**config.mk**
```make
export PLATFORM = sky130hd
export DESIGN_NAME = barrel_shifter_pipe
export DESIGN_NICKNAME = d
export VERILOG_FILES = /design/src/rtl/barrel_shifter_pipe.sv
export SDC_FILE = /design/constraint.sdc
export NUM_CORES = 1
export LEC_CHECK = 0
export ABC_AREA = 1
export BUFFER_PORTS_ARGS = -buffer_cell sky130_fd_sc_hd__buf_4
export CORE_ASPECT_RATIO = 1.75
export CORE_MARGIN = 4
export CORE_UTILIZATION = 30
export DETAILED_ROUTE_END_ITERATION = 8
export PLACE_DENSITY = 0.46
export SETUP_SLACK_MARGIN = 0.1
export SYNTH_ARGS = -nofsm -noshare
export SYNTH_HDL_FRONTEND = slang
export SYNTH_SLANG_ARGS = --single-unit
```
**constraint.sdc**
```tcl
create_clock -name clk -period 1.8 [get_ports clk]
set_input_delay 0.27 -clock clk [delete_from_list [all_inputs] [get_ports clk]]
set_output_delay 0.27 -clock clk [all_outputs]
set_load 0.02 [all_outputs]
```
**src/rtl/barrel_shifter_pipe.sv**
```systemverilog
// barrel_shifter_pipe: pipelined barrel shifter. Each stage applies one bit
// of the shift amount (stage k shifts by 2^k). Flow control is a global stall
// on both handshakes. The carry-out is resolved at entry and travels with the
// data; the zero flag is derived from the final data.
module barrel_shifter_pipe #(
  parameter  int WIDTH = 8,
  localparam int SHW   = $clog2(WIDTH)
) (
  input  logic             clk,
  input  logic             rst_n,
  input  logic             in_valid,
  output logic             in_ready,
  input  logic [WIDTH-1:0] in_data,
  input  logic [SHW-1:0]   in_amt,
  input  logic [2:0]       in_mode,
  output logic             out_valid,
  input  logic             out_ready,
  output logic [WIDTH-1:0] out_data,
  output logic             out_carry,
  output logic             out_zero
);

  localparam logic [2:0] MODE_LSL = 3'b000;
  localparam logic [2:0] MODE_LSR = 3'b001;
  localparam logic [2:0] MODE_ASL = 3'b010;
  localparam logic [2:0] MODE_ASR = 3'b011;
  localparam logic [2:0] MODE_ROL = 3'b100;
  localparam logic [2:0] MODE_ROR = 3'b101;

  // One partial shift by a fixed distance d (1 <= d <= WIDTH/2).
  function automatic logic [WIDTH-1:0] shift_by(input logic [WIDTH-1:0] x,
                                                input logic [2:0]       mode,
                                                input int               d);
    case (mode)
      MODE_LSL, MODE_ASL: return x << d;
      MODE_LSR:           return x >> d;
      MODE_ASR:           return unsigned'($signed(x) >>> d);
      MODE_ROL:           return (x << d) | (x >> (WIDTH - d));
      MODE_ROR:           return (x >> d) | (x << (WIDTH - d));
      default:            return x;
    endcase
  endfunction

  // Stage state. Mode and the not-yet-applied amount bits are only needed by
  // the stages that follow, so the last stage does not keep them.
  logic [SHW-1:0]   valid_q, valid_d;
  logic [SHW-1:0]   carry_q, carry_d;
  logic [WIDTH-1:0] data_q [SHW];
  logic [WIDTH-1:0] data_d [SHW];
  logic [2:0]       mode_q [SHW-1];
  logic [2:0]       mode_d [SHW-1];
  logic [SHW-2:0]   rem_q  [SHW-1];
  logic [SHW-2:0]   rem_d  [SHW-1];

  logic             advance;
  logic             entry_carry;
  logic [SHW-1:0]   left_idx;
  logic [SHW-1:0]   right_idx;

  // Bit that leaves the word first/last: left moves lose in_data[WIDTH-s],
  // right moves lose in_data[s-1]; rotates report the same bit as it wraps.
  assign left_idx  = ~in_amt + SHW'(1);
  assign right_idx = in_amt - SHW'(1);

  // Carry is fully determined by the operands, so resolve it at entry.
  always_comb begin
    entry_carry = 1'b0;
    if (in_amt != '0) begin
      case (in_mode)
        MODE_LSL, MODE_ASL, MODE_ROL: entry_carry = in_data[left_idx];
        MODE_LSR, MODE_ASR, MODE_ROR: entry_carry = in_data[right_idx];
        default:                      entry_carry = 1'b0;
      endcase
    end
  end

  // Stage 0 works straight off the input port.
  assign valid_d[0] = in_valid;
  assign carry_d[0] = entry_carry;
  assign data_d[0]  = in_amt[0] ? shift_by(in_data, in_mode, 1) : in_data;
  assign mode_d[0]  = in_mode;
  assign rem_d[0]   = in_amt[SHW-1:1];

  // Stage gi applies in_amt[gi], which sits at rem bit gi-1.
  for (genvar gi = 1; gi < SHW; gi++) begin : g_stage
    assign valid_d[gi] = valid_q[gi-1];
    assign carry_d[gi] = carry_q[gi-1];
    assign data_d[gi]  = rem_q[gi-1][gi-1] ? shift_by(data_q[gi-1], mode_q[gi-1], 2 ** gi)
                                           : data_q[gi-1];
  end

  for (genvar gi = 1; gi < SHW - 1; gi++) begin : g_side
    assign mode_d[gi] = mode_q[gi-1];
    assign rem_d[gi]  = rem_q[gi-1];
  end

  // Global stall: the whole pipe moves only when the output slot frees up.
  assign advance  = !valid_q[SHW-1] || out_ready;
  assign in_ready = advance;

  // Pipeline registers; reset discards everything in flight.
  always_ff @(posedge clk or negedge rst_n) begin
    if (!rst_n) begin
      valid_q <= '0;
      carry_q <= '0;
      data_q  <= '{default: '0};
      mode_q  <= '{default: '0};
      rem_q   <= '{default: '0};
    end else if (advance) begin
      valid_q <= valid_d;
      carry_q <= carry_d;
      data_q  <= data_d;
      mode_q  <= mode_d;
      rem_q   <= rem_d;
    end
  end

  assign out_valid = valid_q[SHW-1];
  assign out_data  = data_q[SHW-1];
  assign out_carry = carry_q[SHW-1];
  assign out_zero  = (data_q[SHW-1] == '0);

endmodule
```
---- Word-level counts from Yosys, hierarchy flattened ----
Index checks and enable logic that the tools add are counted.
storage, ports and cells
  flip-flop bits (word level) ............. 40
  bits in latches ......................... 0
  memory bits (writable) .................. 0
  memory bits (read-only) ................. 0
  input bits .............................. 18
  output and inout port bits .............. 12
  logic and storage cells ................. 59
  memories ................................ 0
operators by class
  add/subtract/negate cells ............... 2
  multiply operators ...................... 0
  div/mod/pow operators ................... 0
  order comparisons ....................... 2
  eq/ne operators ......................... 15
  shifts and indexed selects .............. 0
  mux-type cells .......................... 12
  bitwise gates (word level) .............. 6
  reductions and logical operators ........ 13
operators with widths
  kind                                                  count
  one-hot mux 8 bit (5 select lines)                    2
  one-hot mux 8 bit (4 select lines)                    1
  2-to-1 mux 8 bit                                      3
  equality test 3 x 2 -> 1 bit (second input constant)  6
  equality test 3 bit (second input constant)           6
  equality test 3 x 1 -> 1 bit (second input constant)  3
  zero test 3 bit                                       3
  zero test 8 bit                                       1
  < comparator 3 x 4 -> 1 bit (second input constant)   2
  bitwise OR 4 x 8 -> 8 bit                             1
  bitwise OR 6 x 8 -> 8 bit                             1
  bitwise OR 7 x 8 -> 8 bit                             1
  bitwise OR 8 x 1 -> 8 bit                             1
  bitwise OR 8 x 2 -> 8 bit                             1
  OR reduction 2 bit                                    4
  binary-select mux 1 bit (select 3 bit)                2
  OR reduction 3 bit                                    2
  adder 3 x 1 -> 3 bit (second input constant)          1
  2-to-1 mux 1 bit                                      3
  NOT 3 bit                                             1
  nonzero test 3 bit                                    1
  subtractor 3 x 1 -> 3 bit (second input constant)     1
  one-hot mux 1 bit (2 select lines)                    1
  zero test 1 bit                                       1
  logical OR 1 bit                                      1

---- Depth between registers and ports, before layout ----
Gate-level depths: netlist (run 1).
  depth after elaboration ................. 6
  depth in mapped cells ................... 11

---- Worst setup path after synthesis (run 1) ----
OpenSTA, ideal clock, no wires.
  path kind ............................... input to register
  from .................................... in in_amt[0]
  to ...................................... reg carry_q[0]
  library setup time ...................... 116 ps
  arrival ................................. 1233 ps
  required time ........................... 1684 ps
  slack ................................... 450 ps
  stages .................................. 11
  path buffers ............................ 1
  path through ............................ buf_6 inv_6 ha_1 inv_1 nand3_1 nand2_1 nand2_1 nand3_1 nand2_1 nand2_1 nand2_1
on the way
  word-level cells in the longest chain between the ends .. 6
RTL lines
  element                                 line  RTL
  start: declaration                      14    input logic [SHW-1:0] in_amt,
  NOT 3 bit                               62    assign left_idx = ~in_amt + SHW'(1);
  adder 3 x 1 -> 3 bit                    62
  binary-select mux 1 bit (select 3 bit)  70    MODE_LSL, MODE_ASL, MODE_ROL: entry_carry = in_data[left_idx];
  2-to-1 mux 1 bit (not written as such)  70
  one-hot mux 1 bit (2 select lines)      69    case (in_mode)
  2-to-1 mux 1 bit (*)                    68    if (in_amt != '0) begin
  end signal: assignment                  111   carry_q <= carry_d;
  end: declaration                        47    logic [SHW-1:0] carry_q, carry_d;
Every way passes the cells marked *; elsewhere a longest branch is shown, timed or not. The select of a mux whose other input is x is not followed.
A chain may end at the register's enable or synchronous reset.

---- Worst setup path after layout (run 1) ----
  from .................................... reg valid_q[2]
  to ...................................... out in_ready
on the way
  word-level cells in the longest chain between the ends .. 2
RTL lines
  element                   line  RTL
  start: declaration        46    logic [SHW-1:0] valid_q, valid_d;
  start signal: assignment  110   valid_q <= valid_d;
  zero test 1 bit           98    assign advance = !valid_q[SHW-1] || out_ready;
  logical OR 1 bit          98
  end: declaration          12    output logic in_ready,
No other way between the ends.

==> impl_metrics.toml, run 1 <==
[sta]
min_period_ns = 1.463
tightest_slew_ns = 0.5128
fmax_ghz = 0.6836
skew_ns = 0.005253
max-slew-margin-rel = 0.6581
finalSetupViolCount = 0
slew_viol_final = 0
finalHoldViolCount = 0
period_share = 0.8127
tns_ns = 0
rsz0062_at_grt = "no"

[final_layout]
fin_nets = 348
seqCellArea_sq_um = 975.9
multi_input_area_sq_um = 996.0
diodes = 0
final_common_cell = "nand2_1"
area_delta_synth_final_pct = 19.15
fillers = 808
drive_gt1_frac = 0.1677
mostFrequentLayoutCells = "nand2_1 (72), inv_1 (39), dfrtp_1 (39)"

[global_routing]
grt_pass1_vias = 2013
grt_max_degree = 54
grt_pass1_wl_um = 9577
antenna_found_initial = 0
gr-usage-all-layers = 0.1419
gr-total-overflow = 0

[placed_design]
portBuffers = 29
place_hpwl_um = 4578
gp_congestion = 0.9137

[clocking]
clockBufferDepth = 2
cts_root_buf = "clkbuf_16"
htreeDepth = 2
cts_sinks = 39
cts_tree = "built"
cts_made_buffers = 5
clkLatencyLatePin_ns = 0.29
post_cts_buffers = 0
clkSlewWorstSetupHoldPaths_ns = 0.06

[run_status]
outcome = "completed"

[min_path]
hold_class = "in2reg"

[power_and_ir_drop]
vdd_ir_drop_max_mv = 0.4493
p_sw_frac = 0.3705
switchingPower_mw = 1.508
intPower_mw = 2.563
seq_power_share = 0.349
leakagePower_nw = 1.334
power.share.combinational = 0.367
total_power_mw = 4.071
clockPowerShare = 0.284
p_per_area_mw_per_mm2 = 1507

[critical_path]
worstPathRequired_ns = 1.53
critPathArrivalTime_ns = 1.19
startpoint_type = "flop"
cp_max_fo = 53
crit_path_end_kind = "output port"
worstSetupPathType = "reg2out"

[route]
drtIter0Drc = 87
ant_nets = 0
drt-total-wl_um = 5952
vias = 2034
dr.pass1.iters = 4
route.detailed.drc = 0
vias_per_cell = 4.913
wl_per_cell_um = 14.38

[die]
start_util = 0.3112
die_area_sq_mm = 0.009067
io_pins = 30
design.core.area_sq_mm = 0.007284
fp.dieH_um = 123
num_rows = 41
die_w_um = 73.72

[synth]
syn_inst = 306
seq_area_frac_synth = 0.4305
synth_warnings = 0
syn_nets = 327
ys_ff_latch = 39
netlist_area_sq_mm = 0.002267
postSynthAreaPerCell_sq_um = 7.409
ys_types = 26

[run]
maxCapViolCount = 0
[flip-flops by register name, indices dropped and copies added (netlist names)]
| register | count |
|---|---|
| out_data | 8 |
| mode_q | 3 |
| valid_q | 3 |
| rem_q | 1 |
| mode_d | 3 |
| rem_d | 2 |
| data_q | 16 |
| carry_q | 3 |
[power by group through the flow]
stage               Sequential [mW]  Clock (mW)  Combinational (mW)
floorplan                      1.41           0                1.14
global placement               1.43           0                1.50
detailed placement             1.44           0                1.51
CTS                            1.43        1.18                1.52
global route                   1.47        1.22                1.69
finish                         1.42        1.16                1.50
[critical path, stage by stage (launching register included)]
cell     delay [ns]
dfrtp_1        0.39
nand2_2        0.11
buf_12         0.22
buf_4          0.18
[cells in the mapped netlist (all sizes together)]
cell type  count  share of area
a21oi         17          0.046
a22oi          1         0.0055
a31oi          1         0.0028
buf           15          0.047
clkbuf         2         0.0033
dfrtp         39           0.43
ha             3          0.017
inv           47          0.080
nand2         74           0.12
nand3         20          0.044
nor2          11          0.018
nor3           5          0.011
o211ai         4          0.013
o21ai         56           0.13
o22ai         10          0.028
or2            1         0.0028
[cell type report]
type                            instances  area share
Multi-Input combinational cell        203      0.3687
Inverter                               47     0.06716
Clock buffer                            5     0.04632
Timing Repair Buffer                   31     0.09171
Clock inverter                          3     0.02501
Sequential cell                        39      0.3613
Tap cell                               86     0.03983
[per-layer routing]
metal  GRT usage  vias up  part of all wire
li1            -     1036                 -
met1      0.1323      935              0.35
met2      0.2694       45              0.56
met3     0.02116       18             0.035
met4     0.09751        0             0.048
met5           0        -                 0
[cell families after synthesis]
logic type	count (synthesis)	synth area share
AND/OR/NAND/NOR	111	0.2009
AO/OA/AOI/OAI	89	0.2219
buffers and inverters	64	0.1302
flip-flops	39	0.4305
adder cells (fa/ha/maj)	3	0.01656
[final timing paths]
check / startpoint / to / slack, ns / cells past startpoint
worst max-delay path: valid_q[2] / in_ready / 0.34 / 3
worst min-delay path: in_valid / valid_q[0] / 0.18 / 3
worst max register to register: mode_d[2] / data_q[10] / 0.50 / 6
worst min register to register: valid_q[1] / valid_q[2] / 0.45 / 2
max in group asynchronous: rst_n / out_data[6] / 0.94 / 2
min in group asynchronous: rst_n / mode_q[2] / 0.50 / 2
[through the flow]
stage	worst slack (ns)	util	hold WS, ns	area (sq um)	std cells
after global placement	0.3413	0.3430	0.2815	2499	405
after global routing	0.2566	0.3708	0.1953	2701	414
after floorplan	0.4505	-	-0.02559	2267	306
after CTS	0.3108	0.3708	0.1756	2701	414
final	0.3372	0.3708	0.1809	2701	414
after detailed placement	0.3052	0.3430	0.2807	2499	405
[timing repair]
item,4_1_cts,5_1_grt
hold buffers,1,0
endpoints found under the hold margin,39,0
resized for setup,0,0
No activity file was read; power rests on OpenSTA's default activity.
==> run 2: changes to the inputs <==
Settings changed: ABC_AREA 1 to 0.
Clock period 1.8 ns to 1.5 ns, I/O delays scaled along.
==> impl_metrics.toml, run 2 <==
[clocking]
clockBufferDepth = 2
cts_tree = "built"
cts_root_buf = "clkbuf_16"
clkSlewWorstSetupHoldPaths_ns = 0.06
cts_made_buffers = 5
cts_sinks = 39
clkLatencyLatePin_ns = 0.28
htreeDepth = 2

[global_routing]
grt_pass1_wl_um = 9308
grt_max_degree = 40
antenna_found_initial = 0
grt_pass1_vias = 1903
busiest_layer = "met2"
gr-total-overflow = 0
use_met1 = 0.1361
grtUsageMet3 = 0.01803
grt_util_met2 = 0.2679
gr-usage-all-layers = 0.1366

[synth]
netlist_area_sq_mm = 0.002241
syn_nets = 280
synth_common_cells = "nand2_1 (69), dfrtp_1 (39), o21ai_0 (34), clkbuf_1 (14)"
synthTopCellsByArea = "dfrtp_1 (44%), nand2_1 (12%), o21ai_0 (7.6%), mux4_1 (4.7%), mux2i_1 (4.5%)"
postSynthAreaPerCell_sq_um = 8.652
ys_types = 29
yosysMostFrequentCell = "nand2_1"
synth_top_area_frac = 0.4355
synth_warnings = 0
async_reset_ff_frac = 1.000
synth_edf_count = 0
seq_area_frac_synth = 0.4355
ys.flop_type = "dfrtp_1"
synth_area_leader_cell = "dfrtp_1"
syn_inst = 259
ys_ff_latch = 39

[power_and_ir_drop]
p_per_area_mw_per_mm2 = 1711
clockPowerShare = 0.222
seq_power_share = 0.369
p_sw_frac = 0.3653
power.share.combinational = 0.410
vdd_ir_drop_max_mv = 0.5391
switchingPower_mw = 1.842
leakagePower_nw = 1.352
intPower_mw = 3.201

[critical_path]
crit_path_end_kind = "output port"
cp_max_fo = 2
worstPathRequired_ns = 1.27
worstSetupPathType = "reg2out"
critPathArrivalTime_ns = 1.44
startpoint_type = "flop"

[sta]
rsz0062_at_grt = "yes"
timing.final.ws_setup_ns = -0.1675
finalSetupViolCount = 2
period_share = 1.112
slew_viol_final = 0
max-slew-margin-rel = 0.6618
timing.hold.ws_ns = 0.1388
fmax_ghz = 0.5997
finalHoldViolCount = 0
min_period_ns = 1.667
skew_ns = 0.005267
tightest_slew_ns = 0.5074

[die]
die_w_um = 73.33
io_pins = 30
num_rows = 41
fp.dieH_um = 122.3
start_util = 0.3098
die_area_sq_mm = 0.008970
design.core.area_sq_mm = 0.007233

[run_status]
outcome = "finished, violations left"
violations = "setup timing"

[final_layout]
area_delta_synth_final_pct = 31.55
diodes = 0
largest-register = "data_q"
mostFrequentLayoutCells = "nand2_1 (69), buf_4 (51), dfrtp_1 (36)"
drive_gt1_frac = 0.2757
final_common_cell = "nand2_1"
fin_nets = 321
largest_reg_flops = 16
layout.cells.non_filler = 387

[route]
drt-total-wl_um = 5771
wl_per_cell_um = 14.91
ant_nets = 0
drtIter0Drc = 76
dr.pass1.iters = 5
vias_per_cell = 5.000
route.detailed.drc = 0
vias = 1935

[placed_design]
portBuffers = 29
numPlacedInstances = 369
gp_congestion = 0.7875
place_hpwl_um = 4091

[run]
maxCapViolCount = 0

[min_path]
hold_class = "in2reg"
[run 2: cell count changes after synthesis, sizes merged, moves of 8 or more]
cell    change
o211ai      +8
mux2i      +10
a21oi      -15
inv        -37
nand3      -17
clkbuf     +12
o21ai      -22
[run 2: repair_timing]
action / 4_1_cts / 5_1_grt
buffers inserted: 8 / 0
cloned: 1 / 0
pin swaps: 5 / 2
hold buffers: 1 / 0
gates resized for setup: 10 / 8
endpoints found under the hold margin: 39 / 0
setup endpoints to repair: 3 / 7
[run 2: cell families (layout without fill, tap and decap cells)]
kind of cell,after synthesis,in the layout,share of synthesized area
mux,15,15,0.1016
fa+ha+maj,3,3,0.01675
buf+inv,35,77,0.07203
flops,39,39,0.4355
simple gates,100,100,0.1882
compound gates,67,67,0.1859
[run 2: critical path, stage by stage (launching register included)]
cell and delay, ns:
dfrtp_1 0.38, or4_4 0.55, nor2_4 0.12, buf_6 0.12
[run 2: per-layer routing]
metal  part of all wire  up-vias
met2               0.57       43
li1                   -      973
met4              0.024        0
met5                  0        -
met1               0.38      909
met3              0.027       10
[run 2: metrics by stage]
step                power, mW  setup slack, ns    util  setup TNS [ns]  cell area, sq um
finish                  5.043          -0.1675  0.4075         -0.2587              2948
global route            5.390          -0.1884  0.4075         -0.3145              2948
CTS                     5.093          -0.1710  0.4051         -0.2574              2930
detailed placement      3.726          -0.4527  0.3643         -0.4527              2635
global placement        3.695          -0.4302  0.3643         -0.4302              2635
floorplan               3.111          -0.2805       -         -0.2805              2266
[run 2: layout make-up]
cell class	instances	area [sq um]
fill	720	4285
multi-input combinational	185	1130
sequential	39	979.7
timing repair buffer	59	521.8
clock buffer	8	156.4
tap	86	107.6
inverter	10	52.55
[run 2: power by group through the flow]
stage / sequential [mW] / combinational (mW) / clock, mW
after floorplan: 1.74 / 1.37 / 0
after global placement: 1.88 / 1.82 / 0
final: 1.86 / 2.07 / 1.12
after global routing: 1.92 / 2.28 / 1.18
after detailed placement: 1.89 / 1.84 / 0
after CTS: 1.86 / 2.08 / 1.15
[run 2: worst paths after layout]
| path | start | endpoint | slack (ns) | cells past startpoint |
|---|---|---|---|---|
| worst max register to register | mode_d[0] | data_q[8] | 0.19 | 5 |
| max in group asynchronous | rst_n | rem_d[0] | 0.66 | 2 |
| worst max-delay path | out_data[6] | out_zero | -0.17 | 3 |
| worst min register to register | valid_q[1] | valid_q[2] | 0.46 | 1 |
| min in group asynchronous | rst_n | out_data[4] | 0.45 | 2 |
| worst min-delay path | in_valid | valid_q[0] | 0.14 | 3 |
